===== src/rtl/bp_fe_queue_rolly_pkg.sv =====
`default_nettype none
// +----------------------------------------------------------------------------+
// | Module : bp_fe_queue_rolly_pkg                                             |
// | Brief  : Shared constants for the rollback-capable FE->BE queue.           |
// | Rev    : 1.0  initial release                                              |
// +----------------------------------------------------------------------------+
package bp_fe_queue_rolly_pkg;

  // Width of one FE->BE queue entry for the configuration this block is built for.
  localparam int c_fe_queue_width    = 32;

  // Default queue depth; must be a power of two and at least 2.
  localparam int c_fe_queue_fifo_els = 8;

  // Index width that never collapses to zero for tiny depths.
  function automatic int safe_clog2(input int n);
    return (n <= 1) ? 1 : $clog2(n);
  endfunction

endpackage
`default_nettype wire


===== src/rtl/bp_fe_queue_rolly_mem.sv =====
`default_nettype none
// +----------------------------------------------------------------------------+
// | Module : bp_fe_queue_rolly_mem                                             |
// | Brief  : One-write, one-async-read storage array for the queue entries.    |
// | Rev    : 1.0  initial release                                              |
// +----------------------------------------------------------------------------+
module bp_fe_queue_rolly_mem #(
  parameter int WIDTH_P = 32,
  parameter int ELS_P   = 8,
  parameter int ADDR_W  = 3
) (
  input  logic               clk_i,
  input  logic               w_v_i,
  input  logic [ADDR_W-1:0]  w_addr_i,
  input  logic [WIDTH_P-1:0] w_data_i,
  input  logic [ADDR_W-1:0]  r_addr_i,
  output logic [WIDTH_P-1:0] r_data_o
);

  logic [WIDTH_P-1:0] r_mem [ELS_P];

  // Contents are don't-care after reset, so the array carries no reset.
  always_ff @(posedge clk_i) begin
    if (w_v_i) begin
      r_mem[w_addr_i] <= w_data_i;
    end
  end

  assign r_data_o = r_mem[r_addr_i];

endmodule
`default_nettype wire


===== src/rtl/bp_fe_queue_rolly.sv =====
`default_nettype none
// +----------------------------------------------------------------------------+
// | Module : bp_fe_queue_rolly                                                 |
// | Brief  : FE->BE instruction queue with speculative read, commit (deq),     |
// |          replay from oldest uncommitted entry (roll) and flush (clr).      |
// | Rev    : 1.0  initial release                                              |
// +----------------------------------------------------------------------------+
module bp_fe_queue_rolly
  import bp_fe_queue_rolly_pkg::*;
#(
  parameter int ELS_P = c_fe_queue_fifo_els
) (
  input  logic                        clk_i,
  input  logic                        reset_i,
  input  logic [c_fe_queue_width-1:0] fe_queue_i,
  input  logic                        fe_queue_v_i,
  output logic                        fe_queue_ready_o,
  output logic [c_fe_queue_width-1:0] fe_queue_o,
  output logic                        fe_queue_v_o,
  input  logic                        fe_queue_yumi_i,
  input  logic                        fe_queue_clr_i,
  input  logic                        fe_queue_deq_i,
  input  logic                        fe_queue_roll_i
);

  localparam int c_width     = c_fe_queue_width;
  localparam int c_idx_width = safe_clog2(ELS_P);
  // Extra MSB is the wrap bit, which lets full and empty be told apart.
  localparam int c_ptr_width = c_idx_width + 1;

  // Write, read (speculative) and commit pointers; commit <= read <= write.
  logic [c_ptr_width-1:0] r_wptr, r_rptr, r_cptr;
  logic [c_ptr_width-1:0] w_wptr_n, w_rptr_n, w_cptr_n;
  logic                   w_full;
  logic                   w_enq;

  // Occupancy counts every entry until it is committed, not just until read.
  assign w_full           = (r_wptr - r_cptr) == c_ptr_width'(ELS_P);
  assign fe_queue_ready_o = ~w_full & ~fe_queue_clr_i;
  assign w_enq            = fe_queue_v_i & fe_queue_ready_o;
  assign fe_queue_v_o     = (r_rptr != r_wptr);

  // Next-pointer rules: commit first, then flush beats replay beats normal flow.
  always_comb begin
    w_cptr_n = r_cptr + c_ptr_width'(fe_queue_deq_i);
    w_rptr_n = r_rptr;
    w_wptr_n = r_wptr;
    if (fe_queue_clr_i) begin
      w_rptr_n = w_cptr_n;
      w_wptr_n = w_cptr_n;
    end else if (fe_queue_roll_i) begin
      w_rptr_n = w_cptr_n;
      w_wptr_n = r_wptr + c_ptr_width'(w_enq);
    end else begin
      w_rptr_n = r_rptr + c_ptr_width'(fe_queue_yumi_i);
      w_wptr_n = r_wptr + c_ptr_width'(w_enq);
    end
  end

  // Pointer registers; reset empties the queue and loses every entry.
  always_ff @(posedge clk_i) begin
    if (reset_i) begin
      r_wptr <= '0;
      r_rptr <= '0;
      r_cptr <= '0;
    end else begin
      r_wptr <= w_wptr_n;
      r_rptr <= w_rptr_n;
      r_cptr <= w_cptr_n;
    end
  end

  bp_fe_queue_rolly_mem #(
    .WIDTH_P (c_width),
    .ELS_P   (ELS_P),
    .ADDR_W  (c_idx_width)
  ) u_mem (
    .clk_i    (clk_i),
    .w_v_i    (w_enq),
    .w_addr_i (r_wptr[c_idx_width-1:0]),
    .w_data_i (fe_queue_i),
    .r_addr_i (r_rptr[c_idx_width-1:0]),
    .r_data_o (fe_queue_o)
  );

  // Protocol checks on the BE side of the queue.
  a_yumi_needs_valid: assert property (@(posedge clk_i) disable iff (reset_i)
    !(fe_queue_yumi_i && !fe_queue_v_o));

  a_deq_needs_read_entry: assert property (@(posedge clk_i) disable iff (reset_i)
    !(fe_queue_deq_i && (r_cptr == r_rptr)));

endmodule
`default_nettype wire


===== config.mk =====
export PLATFORM = sky130hd
export DESIGN_NAME = bp_fe_queue_rolly
export DESIGN_NICKNAME = d
export VERILOG_FILES = /design/src/rtl/bp_fe_queue_rolly_pkg.sv /design/src/rtl/bp_fe_queue_rolly_mem.sv /design/src/rtl/bp_fe_queue_rolly.sv
export SDC_FILE = /design/constraint.sdc
export NUM_CORES = 1
export LEC_CHECK = 0
export CELL_PAD_IN_SITES_DETAIL_PLACEMENT = 0
export CELL_PAD_IN_SITES_GLOBAL_PLACEMENT = 2
export CORE_ASPECT_RATIO = 0.6
export CORE_MARGIN = 2
export CORE_UTILIZATION = 45
export CTS_BUF_LIST = sky130_fd_sc_hd__clkbuf_16
export CTS_CLUSTER_SIZE = 40
export DETAILED_ROUTE_END_ITERATION = 6
export DONT_BUFFER_PORTS = 1
export GPL_TIMING_DRIVEN = 0
export HOLD_SLACK_MARGIN = 0.12
export PLACE_DENSITY_LB_ADDON = 0.1
export SETUP_SLACK_MARGIN = 0.4
export SKIP_LAST_GASP = 1
export SLEW_MARGIN = 20
export SYNTH_ARGS = -nofsm -noshare
export SYNTH_HDL_FRONTEND = slang
export SYNTH_SLANG_ARGS = --single-unit

===== constraint.sdc =====
create_clock -name clk_i -period 6.1 [get_ports clk_i]
set_clock_uncertainty 0.15 [all_clocks]
set_input_delay 1.83 -clock clk_i [delete_from_list [all_inputs] [get_ports clk_i]]
set_output_delay 1.83 -clock clk_i [all_outputs]
set_load 0.005 [all_outputs]

==> metrics.csv, run 1 <==
stage;metric;value;unit
synth;Post-synth EDFFs;256;
clock_network;clock latency on the worst-skew pair;0.52;ns
layout;area growth from synthesis to layout;15.0;%
synth;Synth Register Bits;268;
worst_setup_path;Startpoint Class;register;
synth;Syn Nets;510;
layout;diodes inserted;0;
synth;ys async rst share;0;%
clock_network;htree depth;1;
global_route;initial antenna violation count;0;
sta;final period utilization;80.9;%
floorplan;Die Area;0.0246;mm²
global_route;largest net degree at the start of global routing;21;
min_path;hold path depth;2;
clock_network;clock buffer depth;3;
sta;# setup viols final;0;
layout;share of cells above drive strength 1;31.3;%
floorplan;Initial Util;45.6;%
floorplan;Die W;201;µm
power_and_ir_drop;Peak VDD IR;0.217;mV
route;routed len/inst;24.0;µm
clock_network;Post-CTS Resized;0;
flow_run;max cap viols;0;
synth;most numerous cell in the Yosys netlist;edfxtp_1;
min_path;HP Class;register to register;
global_route;Total GRT Usage;17.3;%
floorplan;Die Span Y;122;µm
power_and_ir_drop;Static Leak;3.92;nW
place;RePlAce Congestion;0.690;
worst_setup_path;Worst Reg2Reg Path Length in Cells;11;
outcome;status;completed;
floorplan;Row Count;43;
synth;Syn Std Cell Area;0.0105;mm²
worst_setup_path;CP Class;register to primary output;
clock_network;CTS tree;done;
synth;synth top area cells;edfxtp_1, mux4_2, mux4_1, mux2_2, dfxtp_1;
sta;min cycle time layout;4.94;ns
floorplan;number of I/O pins;73;
clock_network;Reg clk slew, reported paths;0.06;ns
worst_setup_path;WP data arrival;2.96;ns
global_route;first-pass GRT wire length;30800;µm
place;Port Buf Inserts;0;
global_route;GRT overflow;0;
synth;commonest cells in the netlist;edfxtp_1, mux4_2, mux2_2;
clock_network;hold bufs inserted after CTS;0;
route;# DRC;0;
synth;top cell type's share of synthesized area;73.1;%
clock_network;CTS sink count;268;
sta;Max Freq;203;MHz
worst_setup_path;crit-path max FO;10;
place;DP HPWL;14000;µm
sta;Slew headroom;38.0;%
synth;post-synthesis cell count;462;
route;Vias;4711;
synth;post-synthesis sequential area ratio;75.4;%
layout;final net count;577;
synth;ys flop type;edfxtp_1;
sta;Pins Over Slew Limit;0;
route;remaining antenna violation count;0;
synth;Cell variety after synth;31;
clock_network;Post-CTS Setup Repair Bufs;0;
floorplan;core area;0.0230;mm²
route;total iterations of the first detailed-routing run;4;
clock_network;Num CTS Buffers;26;
route;vias per inst;5.47;
layout;post-layout util;52.5;%
clock_network;Root Driver;clkbuf_16;
sta;Hold Fails Final Rpt;0;
sta;RSZ-0062 raised after global routing;no;
sta;final hold slack;0.452;ns
synth;Yosys top cell by area;edfxtp_1;
sta;Worst-Margin Slew;0.927;ns
global_route;vias in the first global route;4830;
synth;syn avg cell area;22.7;µm²
route;final wirelength;20700;µm
synth;yosys warns;0;
worst_setup_path;CP required;4.12;ns
worst_setup_path;Worst Setup End Kind;primary output;
route;DR iter-0 viols;288;
power_and_ir_drop;Power per Cell Area;323;mW/mm²
[where the power goes]
part | leakage, nW | internal [W] | switching [W]
sequential | 2.41 | 0.00206 | 0.0000107
clock | 0.420 | 0.000902 | 0.000643
combinational | 1.09 | 0.000146 | 0.000152
total | 3.92 | 0.00310 | 0.000806
[state kept, by name, indices dropped and copies added, names as in the netlist]
signal	count
u_mem.r_mem	256
r_cptr	4
r_rptr	4
r_wptr	4
[metrics by stage]
| stage | total power, W | instance area [µm²] | instances | worst slack, ns | setup TNS (ns) |
|---|---|---|---|---|---|
| floorplan | 0.00232 | 10500 | 462 | -0.00842 | -1.08 |
| global placement | 0.00240 | 10900 | 777 | -3.90 | -586.32 |
| detailed placement | 0.00241 | 11300 | 816 | 1.43 | 0 |
| CTS | 0.00396 | 12100 | 862 | 1.12 | 0 |
| global route | 0.00406 | 12100 | 862 | 0.955 | 0 |
| finish | 0.00391 | 12100 | 862 | 1.16 | 0 |
[critical path, stage by stage (launching register included)]
cell	delay, ns
dfxtp_1	0.33
clkbuf_1	0.41
inv_1	0.19
ha_1	0.25
nor2b_1	0.14
xnor2_1	0.15
nor4b_4	0.82
nor2_1	0.15
[layout make-up]
class	instances	area (µm²)
repair buffers	39	290
clock inverters	20	183
inverters	3	11.3
multi-input cells	169	2470
clock buffers	26	651
plain buffers	22	161
flip-flops and latches	268	7930
fillers	1842	10900
well taps	315	394
[placed cells by master (no fill, tap or decap), types with 5 or more instances in the layout]
master	netlist	layout
inv_1	3	6
ha_1	9	9
a21oi_1	5	5
xor2_1	5	5
clkbuf_1	6	6
nand2_1	5	5
nor2_1	14	12
clkbuf_16	0	26
dfxtp_1	12	12
xnor2_1	7	7
mux4_1	25	25
buf_6	2	8
buf_4	0	11
mux2_2	32	32
nand3_1	5	5
edfxtp_1	256	256
clkinv_2	0	7
mux4_2	39	39
buf_2	7	27
[kinds of logic after synthesis]
logic type	after synthesis	share of synthesized area (%)
compound gates	10	0.548
xor+xnor	12	1.00
fa+ha+maj	9	1.07
buf+inv	25	1.64
flops	268	75.4
mux	98	18.2
simple gates	40	2.08
[layer usage]
layer	part of all wire, %	global-route usage, %
met5	0	0
met4	1.3	3.31
met3	5.1	4.17
met2	46	27.3
met1	48	25.0
[final timing paths]
path              from  slack, ns                end
max          r_wptr[0]       1.16   fe_queue_ready_o
min reg2reg  r_cptr[3]       0.45          r_cptr[3]
max reg2reg  r_wptr[0]       2.23  u_mem.r_mem[5][4]
min          r_cptr[3]       0.45          r_cptr[3]
Note: power is estimated with default switching activity, not from simulation.
==> run 2: changes to the inputs <==
--- a/config.mk
+++ b/config.mk
@@ -5,11 +5,12 @@
 export SDC_FILE = /design/constraint.sdc
 export NUM_CORES = 1
 export LEC_CHECK = 0
+export ABC_AREA = 1
 export CELL_PAD_IN_SITES_DETAIL_PLACEMENT = 0
 export CELL_PAD_IN_SITES_GLOBAL_PLACEMENT = 2
 export CORE_ASPECT_RATIO = 0.6
 export CORE_MARGIN = 2
-export CORE_UTILIZATION = 45
+export CORE_UTILIZATION = 39
 export CTS_BUF_LIST = sky130_fd_sc_hd__clkbuf_16
 export CTS_CLUSTER_SIZE = 40
 export DETAILED_ROUTE_END_ITERATION = 6
==> constraint.sdc (replaced) <==
create_clock -name clk_i -period 4.5 [get_ports clk_i]
set_clock_uncertainty 0.15 [all_clocks]
set_input_delay 1.35 -clock clk_i [delete_from_list [all_inputs] [get_ports clk_i]]
set_output_delay 1.35 -clock clk_i [all_outputs]
set_load 0.005 [all_outputs]
==> metrics.csv, run 2 <==
stage;metric;value;unit;change
floorplan;Die W;220;µm;+9.1%
clock_network;Post-CTS Resized;0;;unchanged
worst_setup_path;Max stage delay on crit path;0.59;ns;-0.23 ns
floorplan;Die Area;0.0293;mm²;+19%
synth;syn avg cell area;12.1;µm²;-47%
synth;commonest cells in the netlist;edfxtp_1, nor2_1, o21ai_0;;
clock_network;Reg clk slew, reported paths;0.06;ns;about the same
route;remaining antenna violation count;0;;unchanged
synth;post-synthesis sequential area ratio;72.9;%;-2.5 points
clock_network;hold bufs inserted after CTS;0;;unchanged
clock_network;Num CTS Buffers;27;;+3.8%
worst_setup_path;Worst Setup End Kind;primary output;;
sta;RSZ-0062 raised after global routing;no;;
layout;Largest register FFs;256;;unchanged
clock_network;Root Driver;clkbuf_16;;
global_route;vias in the first global route;6732;;+39%
clock_network;clock latency on the worst-skew pair;0.55;ns;+0.03 ns
synth;synth top area cells;edfxtp_1, nor2_1, o21ai_0, nand2_1, dfxtp_1;;
route;wl on met1;13500;µm;+37%
synth;Cell variety after synth;25;;-19%
sta;final period utilization;84.6;%;
worst_setup_path;WP data arrival;2.31;ns;-0.65 ns
synth;most numerous cell in the Yosys netlist;edfxtp_1;;
global_route;initial antenna violation count;0;;unchanged
worst_setup_path;Worst Reg2Reg Path Length in Cells;12;;+1
route;total iterations of the first detailed-routing run;5;;+1
sta;Worst-Margin Slew;0.791;ns;-0.135 ns
min_path;Hold Crit Start;r_cptr[3];;
outcome;status;completed;;
min_path;WHS Endpoint;r_cptr[3];;
min_path;HP Class;register to register;;
worst_setup_path;CP max stage cell;dfxtp_1;;
power_and_ir_drop;Peak VDD IR;0.320;mV;+48%
route;vias per inst;5.16;;-5.6%
synth;Synth Register Bits;268;;unchanged
worst_setup_path;CP required;3.00;ns;-1.12 ns
layout;final net count;987;;+71%
place;RePlAce Congestion;0.764;;+11%
worst_setup_path;CP Class;register to primary output;;
global_route;Total GRT Usage;19.5;%;+2.2 points
route;highest metal used;met4;;
global_route;first-pass GRT wire length;41900;µm;+36%
route;Vias;6839;;+45%
clock_network;htree depth;1;;unchanged
route;final wirelength;28100;µm;+35%
place;DP HPWL;18400;µm;+32%
synth;Syn Nets;948;;+86%
sta;TNS Setup;0;ns;unchanged
worst_setup_path;Reg2Reg Setup Slack;1.35;ns;-0.88 ns
route;DR WL met3;1760;µm;+67%
power_and_ir_drop;Power Total;0.00538;W;+38%
layout;diodes inserted;0;;unchanged
floorplan;core area;0.0275;mm²;+19%
floorplan;Die Span Y;133;µm;+9.0%
power_and_ir_drop;Static Leak;4.27;nW;+8.9%
synth;Post-synth EDFFs;256;;unchanged
worst_setup_path;Startpoint Class;register;;
layout;area growth from synthesis to layout;14.1;%;
clock_network;clock buffer depth;3;;unchanged
worst_setup_path;crit-path max FO;10;;unchanged
sta;min cycle time layout;3.81;ns;
sta;# setup viols final;0;;unchanged
layout;Layout Cell Area excl Fill;0.0124;mm²;+2.7%
route;routed len/inst;21.2;µm;-12%
layout;most common cell after layout, fill and taps aside;edfxtp_1;;
floorplan;number of I/O pins;73;;unchanged
place;placed cell area;0.0116;mm²;+3.4%
layout;commonest cells after routing, fill and taps aside;edfxtp_1, nor2_1, o21ai_0;;
sta;Hold Fails Final Rpt;0;;unchanged
floorplan;Row Count;47;;+9.3%
route;# DRC;0;;unchanged
clock_network;CTS sink count;268;;unchanged
sta;Slew headroom;47.1;%;+9.2 points
global_route;largest net degree at the start of global routing;20;;-4.8%
clock_network;CTS tree;done;;
synth;ys flop type;edfxtp_1;;
global_route;GRT overflow;0;;unchanged
min_path;hold path depth;2;;unchanged
flow_run;max cap viols;0;;unchanged
clock_network;Post-CTS Setup Repair Bufs;0;;unchanged
sta;Max Freq;263;MHz;
sta;Pins Over Slew Limit;0;;unchanged
power_and_ir_drop;Power per Cell Area;434;mW/mm²;+34%
sta;post-route setup slack;0.693;ns;-0.472 ns
synth;ys async rst share;0;%;unchanged
place;Port Buf Inserts;0;;unchanged
synth;Yosys top cell by area;edfxtp_1;;
synth;yosys warns;0;;unchanged
floorplan;Initial Util;39.6;%;-6.1 points
layout;Biggest register;u_mem.r_mem;;
worst_setup_path;R2R Path End;u_mem.r_mem[7][16];;
synth;top cell type's share of synthesized area;70.7;%;-2.4 points
synth;post-synthesis cell count;900;;+95%
place;worst slack, placed;0.927;ns;-0.503 ns
synth;Syn Std Cell Area;0.0109;mm²;+3.5%
worst_setup_path;worst path cell trace;clkbuf_1 -> o21ai_0 -> o21ai_0 -> nand2_1 -> nand2_1;;
worst_setup_path;Reg2Reg Launch Point;r_wptr[0];;
route;WL met2;12300;µm;+28%
layout;share of cells above drive strength 1;10.4;%;-21 points
route;DR iter-0 viols;646;;+120%
## run 2: changes by cell type after synthesis, moves of 32 or more
cell / change
o21ai_1: +44
o21ai_0: +151
mux2_2: -32
nand2_1: +104
mux4_2: -39
nor2_1: +196
## run 2: logic make-up after synthesis
group	share of synthesized area [%]
and+or+nand+nor	11.8
DFF	72.9
AOI/OAI and AO/OA	9.55
buffers and inverters	3.88
xor gates and xnor gates	0.805
adders and majority gates	1.04
## run 2: per-layer routing
layer	track usage, %	vias up
li1	-	3239
met1	29.5	3349
met2	29.5	209
met3	3.24	42
met4	4.39	0
met5	0	-
## run 2: area by class of cell
| type | count | area, µm² |
|---|---|---|
| timing repair buffer | 10 | 240 |
| clock inverter | 21 | 101 |
| tap | 367 | 459 |
| fill | 2446 | 15100 |
| clock buffer | 27 | 676 |
| multi-input combinational | 560 | 2580 |
| buffer | 53 | 350 |
| inverter | 19 | 71.3 |
| sequential | 268 | 7930 |
## run 2: power breakdown
part           switching (W)  internal (W)
clock network       0.000927       0.00109
registers          0.0000189       0.00278
logic               0.000393      0.000173
total                0.00134       0.00404
## run 2: worst max-delay path by stage
| stage | to | slack (ns) | startpoint | cells past startpoint |
|---|---|---|---|---|
| 2_1_floorplan | u_mem.r_mem[0][0] | 0.79 | fe_queue_clr_i | 4 |
| 3_3_place_gp | u_mem.r_mem[1][16] | -0.91 | fe_queue_clr_i | 4 |
| 3_5_place_dp | u_mem.r_mem[7][16] | 0.93 | fe_queue_clr_i | 5 |
| 4_1_cts | fe_queue_o[5] | 0.67 | r_rptr[1] | 6 |
| 5_1_grt | fe_queue_o[2] | 0.53 | r_rptr[1] | 6 |
| 6_report | fe_queue_o[9] | 0.69 | r_rptr[0] | 5 |
## run 2: through the flow
step	std cells	utilization, %	hold slack, ns
final	1325	45.2	0.442
after global routing	1325	45.2	0.469
after floorplan	900	-	0.382
after CTS	1325	45.2	0.450
after detailed placement	1277	42.4	0.434
after global placement	1267	41.3	0.420
## run 2: critical path: cells and delay by family (launching register included)
| kind | cells | cell delay (ns) |
|---|---|---|
| AO/OA/AOI/OAI | 2 | 0.48 |
| flip-flops | 1 | 0.59 |
| buffers and inverters | 1 | 0.50 |
| AND/OR/NAND/NOR | 2 | 0.18 |
